===== src/rtl/uart_pkg.sv =====
// Shared UART definitions: parity modes, frame FSM states and counter sizing.
// Used by the transmitter now and by the planned receiver.
package uart_pkg;

    localparam int PARITY_NONE = 0;
    localparam int PARITY_ODD  = 1;
    localparam int PARITY_EVEN = 2;

    typedef enum logic [2:0] {
        IDLE,
        START,
        DATA,
        PAR,
        STOP
    } uart_state_e;

    // Width of a counter that runs 0..n-1; never narrower than one bit.
    function automatic int cnt_width(input int n);
        return (n <= 2) ? 1 : $clog2(n);
    endfunction

endpackage


===== src/rtl/uart_baud_tick.sv =====
// Bit-period divider: counts 0..CLKS_PER_BIT-1 and flags the terminal count.
// With CLKS_PER_BIT=1 the counter stays at zero and bit_done_o is permanently high.
module uart_baud_tick
    import uart_pkg::*;
#(
    parameter int CLKS_PER_BIT = 16
) (
    input  logic clk,
    input  logic reset,
    input  logic clear_i,
    output logic bit_done_o
);

    localparam int CW = cnt_width(CLKS_PER_BIT);
    localparam logic [CW-1:0] LAST = CW'(CLKS_PER_BIT - 1);

    logic [CW-1:0] count_q;
    logic [CW-1:0] count_d;

    assign bit_done_o = (count_q == LAST);

    always_comb begin
        count_d = count_q + CW'(1);
        if (clear_i || bit_done_o) begin
            count_d = '0;
        end
    end

    always_ff @(posedge clk or negedge reset) begin
        if (!reset) begin
            count_q <= '0;
        end else begin
            count_q <= count_d;
        end
    end

endmodule


===== src/rtl/uart_tx_frame.sv =====
// UART transmitter: one word per valid/ready handshake, framed as
// start / data (LSB first) / optional parity / stop bits, with back-to-back streaming.
module uart_tx_frame
    import uart_pkg::*;
#(
    parameter int CLKS_PER_BIT = 16,
    parameter int DATA_BITS    = 8,
    parameter int PARITY       = 0,
    parameter int STOP_BITS    = 1
) (
    input  logic                 clk,
    input  logic                 reset,
    input  logic [DATA_BITS-1:0] data_in_i,
    input  logic                 valid_i,
    output logic                 ready_o,
    output logic                 tx_o,
    output logic                 busy_o
);

    localparam int BW = cnt_width(DATA_BITS);
    localparam int SW = cnt_width(STOP_BITS);
    localparam logic [BW-1:0] LAST_BIT  = BW'(DATA_BITS - 1);
    localparam logic [SW-1:0] LAST_STOP = SW'(STOP_BITS - 1);
    localparam logic          PAR_INIT  = (PARITY == PARITY_ODD);

    uart_state_e          state_q,    state_d;
    logic [DATA_BITS-1:0] shift_q,    shift_d;
    logic [BW-1:0]        bit_idx_q,  bit_idx_d;
    logic [SW-1:0]        stop_idx_q, stop_idx_d;
    logic                 parity_q,   parity_d;
    logic                 tx_q,       tx_d;
    logic                 bit_done;
    logic                 last_stop_cycle;
    logic                 accept;

    // Held clear while idle so the start bit always gets a full period.
    uart_baud_tick #(
        .CLKS_PER_BIT(CLKS_PER_BIT)
    ) u_baud (
        .clk       (clk),
        .reset     (reset),
        .clear_i   (state_q == IDLE),
        .bit_done_o(bit_done)
    );

    assign last_stop_cycle = (state_q == STOP) && bit_done && (stop_idx_q == LAST_STOP);
    assign ready_o         = (state_q == IDLE) || last_stop_cycle;
    assign accept          = valid_i && ready_o;
    assign busy_o          = (state_q != IDLE);
    assign tx_o            = tx_q;

    always_comb begin
        state_d    = state_q;
        shift_d    = shift_q;
        bit_idx_d  = bit_idx_q;
        stop_idx_d = stop_idx_q;
        parity_d   = parity_q;
        tx_d       = tx_q;
        case (state_q)
            IDLE: begin
                tx_d = 1'b1;
                if (accept) begin
                    state_d  = START;
                    tx_d     = 1'b0;
                    shift_d  = data_in_i;
                    parity_d = PAR_INIT;
                end
            end
            START: begin
                if (bit_done) begin
                    state_d   = DATA;
                    bit_idx_d = '0;
                    tx_d      = shift_q[0];
                end
            end
            DATA: begin
                if (bit_done) begin
                    // Parity accumulates each data bit as it leaves the line.
                    parity_d = parity_q ^ shift_q[0];
                    shift_d  = shift_q >> 1;
                    if (bit_idx_q == LAST_BIT) begin
                        if (PARITY != PARITY_NONE) begin
                            state_d = PAR;
                            tx_d    = parity_q ^ shift_q[0];
                        end else begin
                            state_d    = STOP;
                            stop_idx_d = '0;
                            tx_d       = 1'b1;
                        end
                    end else begin
                        bit_idx_d = bit_idx_q + BW'(1);
                        tx_d      = shift_q[1];
                    end
                end
            end
            PAR: begin
                if (bit_done) begin
                    state_d    = STOP;
                    stop_idx_d = '0;
                    tx_d       = 1'b1;
                end
            end
            STOP: begin
                if (bit_done) begin
                    if (stop_idx_q == LAST_STOP) begin
                        if (accept) begin
                            state_d  = START;
                            tx_d     = 1'b0;
                            shift_d  = data_in_i;
                            parity_d = PAR_INIT;
                        end else begin
                            state_d = IDLE;
                            tx_d    = 1'b1;
                        end
                    end else begin
                        stop_idx_d = stop_idx_q + SW'(1);
                    end
                end
            end
            default: begin
                state_d = IDLE;
                tx_d    = 1'b1;
            end
        endcase
    end

    always_ff @(posedge clk or negedge reset) begin
        if (!reset) begin
            state_q    <= IDLE;
            shift_q    <= '0;
            bit_idx_q  <= '0;
            stop_idx_q <= '0;
            parity_q   <= 1'b0;
            tx_q       <= 1'b1;
        end else begin
            state_q    <= state_d;
            shift_q    <= shift_d;
            bit_idx_q  <= bit_idx_d;
            stop_idx_q <= stop_idx_d;
            parity_q   <= parity_d;
            tx_q       <= tx_d;
        end
    end

endmodule


===== config.mk =====
export PLATFORM = sky130hd
export DESIGN_NAME = uart_tx_frame
export DESIGN_NICKNAME = d
export VERILOG_FILES = /design/src/rtl/uart_pkg.sv /design/src/rtl/uart_baud_tick.sv /design/src/rtl/uart_tx_frame.sv
export SDC_FILE = /design/constraint.sdc
export NUM_CORES = 1
export LEC_CHECK = 0
export CAP_MARGIN = 10
export CORE_UTILIZATION = 40
export DETAILED_ROUTE_END_ITERATION = 8
export PLACE_DENSITY = 0.7
export SLEW_MARGIN = 20
export SYNTH_ARGS = -nofsm -noshare
export SYNTH_HDL_FRONTEND = slang
export SYNTH_SLANG_ARGS = --single-unit

===== constraint.sdc =====
create_clock -name clk -period 1.6 [get_ports clk]
set_input_delay 0.4 -clock clk [delete_from_list [all_inputs] [get_ports clk]]
set_output_delay 0.4 -clock clk [all_outputs]
set_load 0.005 [all_outputs]

; Word level (Yosys, flattened, before mapping)
; Index checks and enable logic that the tools add are counted.
[word_totals]
register_bits = 20
inputBits = 11
output_inout_bits = 3
elab_cells = 72
[op_classes]
add_sub_neg = 3
n_eq_ne = 14
muxes = 33
n_bitwise = 1
reduce_logical = 15
[ops]
columns = operator, count
row1 = two-way mux 8 bit, 4
row2 = two-way mux 3 bit, 10
row3 = case mux 8 bit (3 select lines), 1
row4 = "inequality test 2 bit, second input constant", 8
row5 = case mux 3 bit (5 select lines), 1
row6 = two-way mux 1 bit, 13
row7 = AND reduction 5 bit, 2
row8 = nonzero test 3 bit, 3
row9 = AND reduction 4 bit, 2
row10 = AND reduction 7 bit, 1
row11 = "== test 3 x 2 -> 1 bit, second input constant", 2
row12 = "== test 3 bit, second input constant", 2
row13 = case mux 3 bit (2 select lines), 1
row14 = case mux 1 bit (5 select lines), 1
row15 = "adder 4 x 1 -> 4 bit, second input constant", 1
row16 = "== test 4 bit, second input constant", 1
row17 = two-way mux 4 bit, 1
row18 = "adder 3 x 1 -> 3 bit, second input constant", 1
row19 = "== test 3 x 1 -> 1 bit, second input constant", 1
row20 = logical AND 1 bit, 3
row21 = zero test 3 bit, 1
row22 = case mux 1 bit (3 select lines), 1
row23 = logical OR 1 bit, 2
row24 = nonzero test 2 bit, 1
row25 = 2 further kinds, 2

; Longest topological paths before layout
[depth]
ltp_word = 9
depth_mapped = 5
mapped_depth_nobuf = 5

; Modules after synthesis
; Synthesis repeated with hierarchy kept, for this count alone.
[unflattened]
cells_unflattened = 88
hier_area_um2 = 1008.5
[by_module_without_submodules]
columns = module, n_inst, cells_each, area_each_um2, seq_area_each_um2
row1 = uart_tx_frame, 1, 75, 837.1, 376.6
row2 = uart_baud_tick, 1, 13, 171.4, 100.1

; Worst setup path after synthesis
; OpenSTA, ideal clock, no wires.
[synth_path]
path_type = register -> register
from = reg state_q[0]
to = reg shift_q[0]
setup_time_ns = 0.125
t_arrival_ns = 1.423
t_required_ns = 1.475
setup_slack_ns = 0.052
path_stages_with_launch = 5
path_buffers = 0
period_less_slack_ns = 1.548
path_cell_list = dfrtp_1 nand2b_4 nor2_2 mux2_2 mux2_2
[synth_between]
elab_chain_cells = 9
elab_cells_between_ends = 16
classes_between = 5 x eq/ne / 4 x mux / 7 x reduce/logical
[synth_rtl]
columns = item, line_no
row1 = start: declaration, uart_tx_frame.sv:26  ; uart_state_e state_q, state_d;
row2 = start signal: assignment, uart_tx_frame.sv:136  ; state_q <= state_d;
row3 = == test 3 bit, "uart_tx_frame.sv:46, uart_tx_frame.sv:59"
row4 = logical AND 1 bit (2 in series), uart_tx_frame.sv:46  ; assign last_stop_cycle = (state_q == STOP) && bit_done && (stop_idx_q == LAST_STOP);
row5 = logical OR 1 bit, uart_tx_frame.sv:47  ; assign ready_o = (state_q == IDLE) || last_stop_cycle;
row6 = logical AND 1 bit, uart_tx_frame.sv:48  ; assign accept = valid_i && ready_o;
row7 = two-way mux 8 bit (3 in series), -
row8 = case mux 8 bit (3 select lines), uart_tx_frame.sv:59  ; case (state_q)
row9 = end signal: assignment, uart_tx_frame.sv:137  ; shift_q <= shift_d;
row10 = end: declaration, uart_tx_frame.sv:27  ; logic [DATA_BITS-1:0] shift_q, shift_d;
; Several ways; a longest one is shown, not always the timed one. The select of a mux whose other input is x is not followed.
; A chain may end at the register's enable or synchronous reset.

; Worst setup path after layout
[layout_path]
from = reg state_q[0]
to = reg shift_q[3]
; Same word-level chain as after synthesis.

==> flow_summary.yaml <==
setup_path:
  path_delay_family: "multiplexers"
  cp_cell_sequence: "buf_4 > nand2b_4 > nor2_2 > buf_6 > mux2_2 > mux2_4"
  critPathLaunch: "state_q[0]$_DFFE_PN0P_"
  cpPeakStageDelay_ns: 0.40
  path_max_fanout: 8
  required_ns: 1.79
  r2r_end: "shift_q[3]$_DFFE_PN0P_"
  timing.rr.start: "state_q[0]$_DFFE_PN0P_"
  critPathBufInv: 2
  crit_type: "reg -> reg"
  critPathCaptureType: "flop"
  reg2reg_slack_ns: -0.05
  slowest_stage: "dfrtp_1"
  crit_arrival_ns: 1.84
  ff2ff_path_depth: 6
  worstSetupStartpointType: "flop"
cts:
  h-tree-depth: 1
  cts_buffers: 3
  clock_path_buffers: 2
  clock_sinks: 19
  cts_tree: "yes"
  clockRootBuffer: "clkbuf_4"
  clk_pin_slew_ns: 0.11
  worstSkewPairLatency_ns: 0.30
synth:
  synth_edf_count: 0
  synth_flop_cell: "dfrtp_1"
  yosysMostFrequentCell: "dfrtp_1"
  synth_area_per_cell_sq_um: 12.2
  synth_nets: 94
  synth_cell_types: 29
  synthArstFlopShare_pct: 100
  syn_inst: 80
  yosys.area.top_type: "dfrtp_1"
  ys_warn_count: 0
  ys_top_cells_by_count: "dfrtp_1 (18), mux2_2 (16), nor2_1 (7)"
  synth_top_area_share_pct: 46.1
  synth_area_sq_um: 977
  synth-seq-cells: 19
  synth_area_leaders: "dfrtp_1 (46%), mux2_2 (18%), ha_1 (3.8%)"
  yosysSeqAreaShare_pct: 48.8
sta:
  setup_viol: 10
  hold_ws_ns: 0.416
  maxSlewViolCount: 0
  fin_skew_ns: 0.00924
  worst_pin_slew_ns: 0.261
  worst_slack_ns: -0.0475
  timing.final.crit_share_pct: 103
  slew_headroom_pct: 82.4
  timing.final.hold_violations: 0
  rsz0062_at_grt: "yes"
  fmax_mhz: 607
  min_period_ns: 1.65
grt:
  grt_max_degree: 20
  track_usage_pct: 17.3
  grt_overflow: 0
  grt_pass1_vias: 745
  grt_pass1_wl_mm: 3.28
  antenna_found_initial: 0
placed_design:
  port_buffers: 13
  place.gp.congestion: 0.772
  hpwl_mm: 1.38
  pre_cts_slack_ns: -0.213
layout:
  area_delta_synth_final_pct: 44.0
  drive_gt1_share_pct: 49.6
  filler_cell_count: 193
  diodes: 0
  seq_area_sq_um: 478
  multi_input_area_sq_um: 547
  nets: 134
die:
  die_w_microns: 51.4
  ios: 14
  fp.dieH_microns: 51.4
  start_util_pct: 43.3
  coreArea_sq_mm: 0.00225
  dieArea_sq_mm: 0.00264
  rows: 17
pwr:
  clock_power_share_pct: 12.9
  power.leakage_nw: 0.638
  power.internal_mw: 1.30
  pwr-share-seq_pct: 42.7
  p_comb_share_pct: 44.4
  p_switching_mw: 0.609
  sw_frac_of_total_pct: 31.9
  power_density_mw_per_mm2: 1360
  ir_drop_uv: 833
drt:
  drt_pre_antenna_iters: 4
  avgViaCountPerCell: 5.07
  wirelength_mm: 1.99
  first_iter_violations: 7
  routedWlPerCell_microns: 13.5
  ant_nets: 0
  drc: 0
  num_vias: 745
min_path:
  hold_class: "in -> async"
job:
  drv_cap: 0
status:
  status: "finished with violations"
  failed_checks: "negative setup slack"
-- cells by family after synthesis --
| kind of cell | Yosys count | synth area share (%) |
|---|---|---|
| buf+inv | 2 | 0.895 |
| fa+ha+maj | 3 | 3.84 |
| compound gates | 14 | 11.3 |
| mux | 17 | 20.0 |
| simple gates | 23 | 13.4 |
| xor+xnor | 2 | 1.79 |
| flops | 19 | 48.8 |
-- flip-flops by register name, summed over array words and instances (netlist names) --
signal,count
shift_q,8
u_baud.count_q,4
tx_o,1
bit_idx_q,3
state_q,3
-- worst register-to-register path: cells and delay by family (launching register included) --
family        cells  cell delay [ns]
flops             1             0.40
mux               2             0.61
buf+inv           2             0.30
simple gates      2             0.23
-- worst max path at each step --
stage,to,cells past startpoint
2_1_floorplan,shift_q[0]$_DFFE_PN0P_,4
3_3_place_gp,shift_q[7]$_DFFE_PN0P_,5
3_5_place_dp,shift_q[3]$_DFFE_PN0P_,5
4_1_cts,busy_o,4
5_1_grt,ready_o,4
6_report,shift_q[3]$_DFFE_PN0P_,6
-- final cells by class --
cell class	instances	share of cell area, %
clock buffers	4	1.87
flip-flops and latches	19	34.0
inverters	1	0.267
multi-input cells	59	38.8
well taps	28	2.49
repair buffers	36	22.6
-- metal layers --
metal	GRT usage, %	vias to the layer above	routed length [microns]
li1	-	366	-
met1	19.8	357	846
met2	29.7	18	1020
met3	6.25	4	98
met4	5.86	0	25
met5	0	-	0
-- cells in the final DEF (no fill, tap or decap), types with 3 or more instances in the layout --
master / synthesis / final
clkbuf_4: 0 / 3
mux2_2: 16 / 15
nor2_1: 7 / 7
buf_4: 0 / 20
buf_6: 0 / 3
nand2_1: 3 / 3
clkdlybuf4s50_1: 0 / 10
dfrtp_1: 18 / 17
-- through the flow --
step                power (mW)  setup TNS [ns]  std cells  area (sq um)  util, %
finish                    1.91          -0.276        147          1410     62.4
global route              2.05          -0.747        147          1410     62.4
CTS                       1.82          -0.284        143          1350     59.7
detailed placement        1.50           -1.79        135          1250     55.4
global placement          1.47           -1.56        135          1250     55.4
floorplan                 1.35               0         80           977        -
-- power groups by stage --
stage               combinational, mW  clock [mW]  sequential, mW
floorplan                       0.532           0           0.816
global placement                0.684           0           0.790
detailed placement              0.698           0           0.803
CTS                             0.778       0.247           0.793
global route                    0.937       0.275           0.835
finish                          0.847       0.246           0.816
-- repair_timing --
| item | CTS | global route |
|---|---|---|
| pin swaps | 4 | 4 |
| hold buffers | 0 | 0 |
| buffers inserted | 4 | 5 |
| resized for setup | 19 | 4 |
| endpoints found under the setup margin | 11 | 11 |
| cloned | 0 | 0 |
Note: power is estimated with default switching activity, not from simulation.
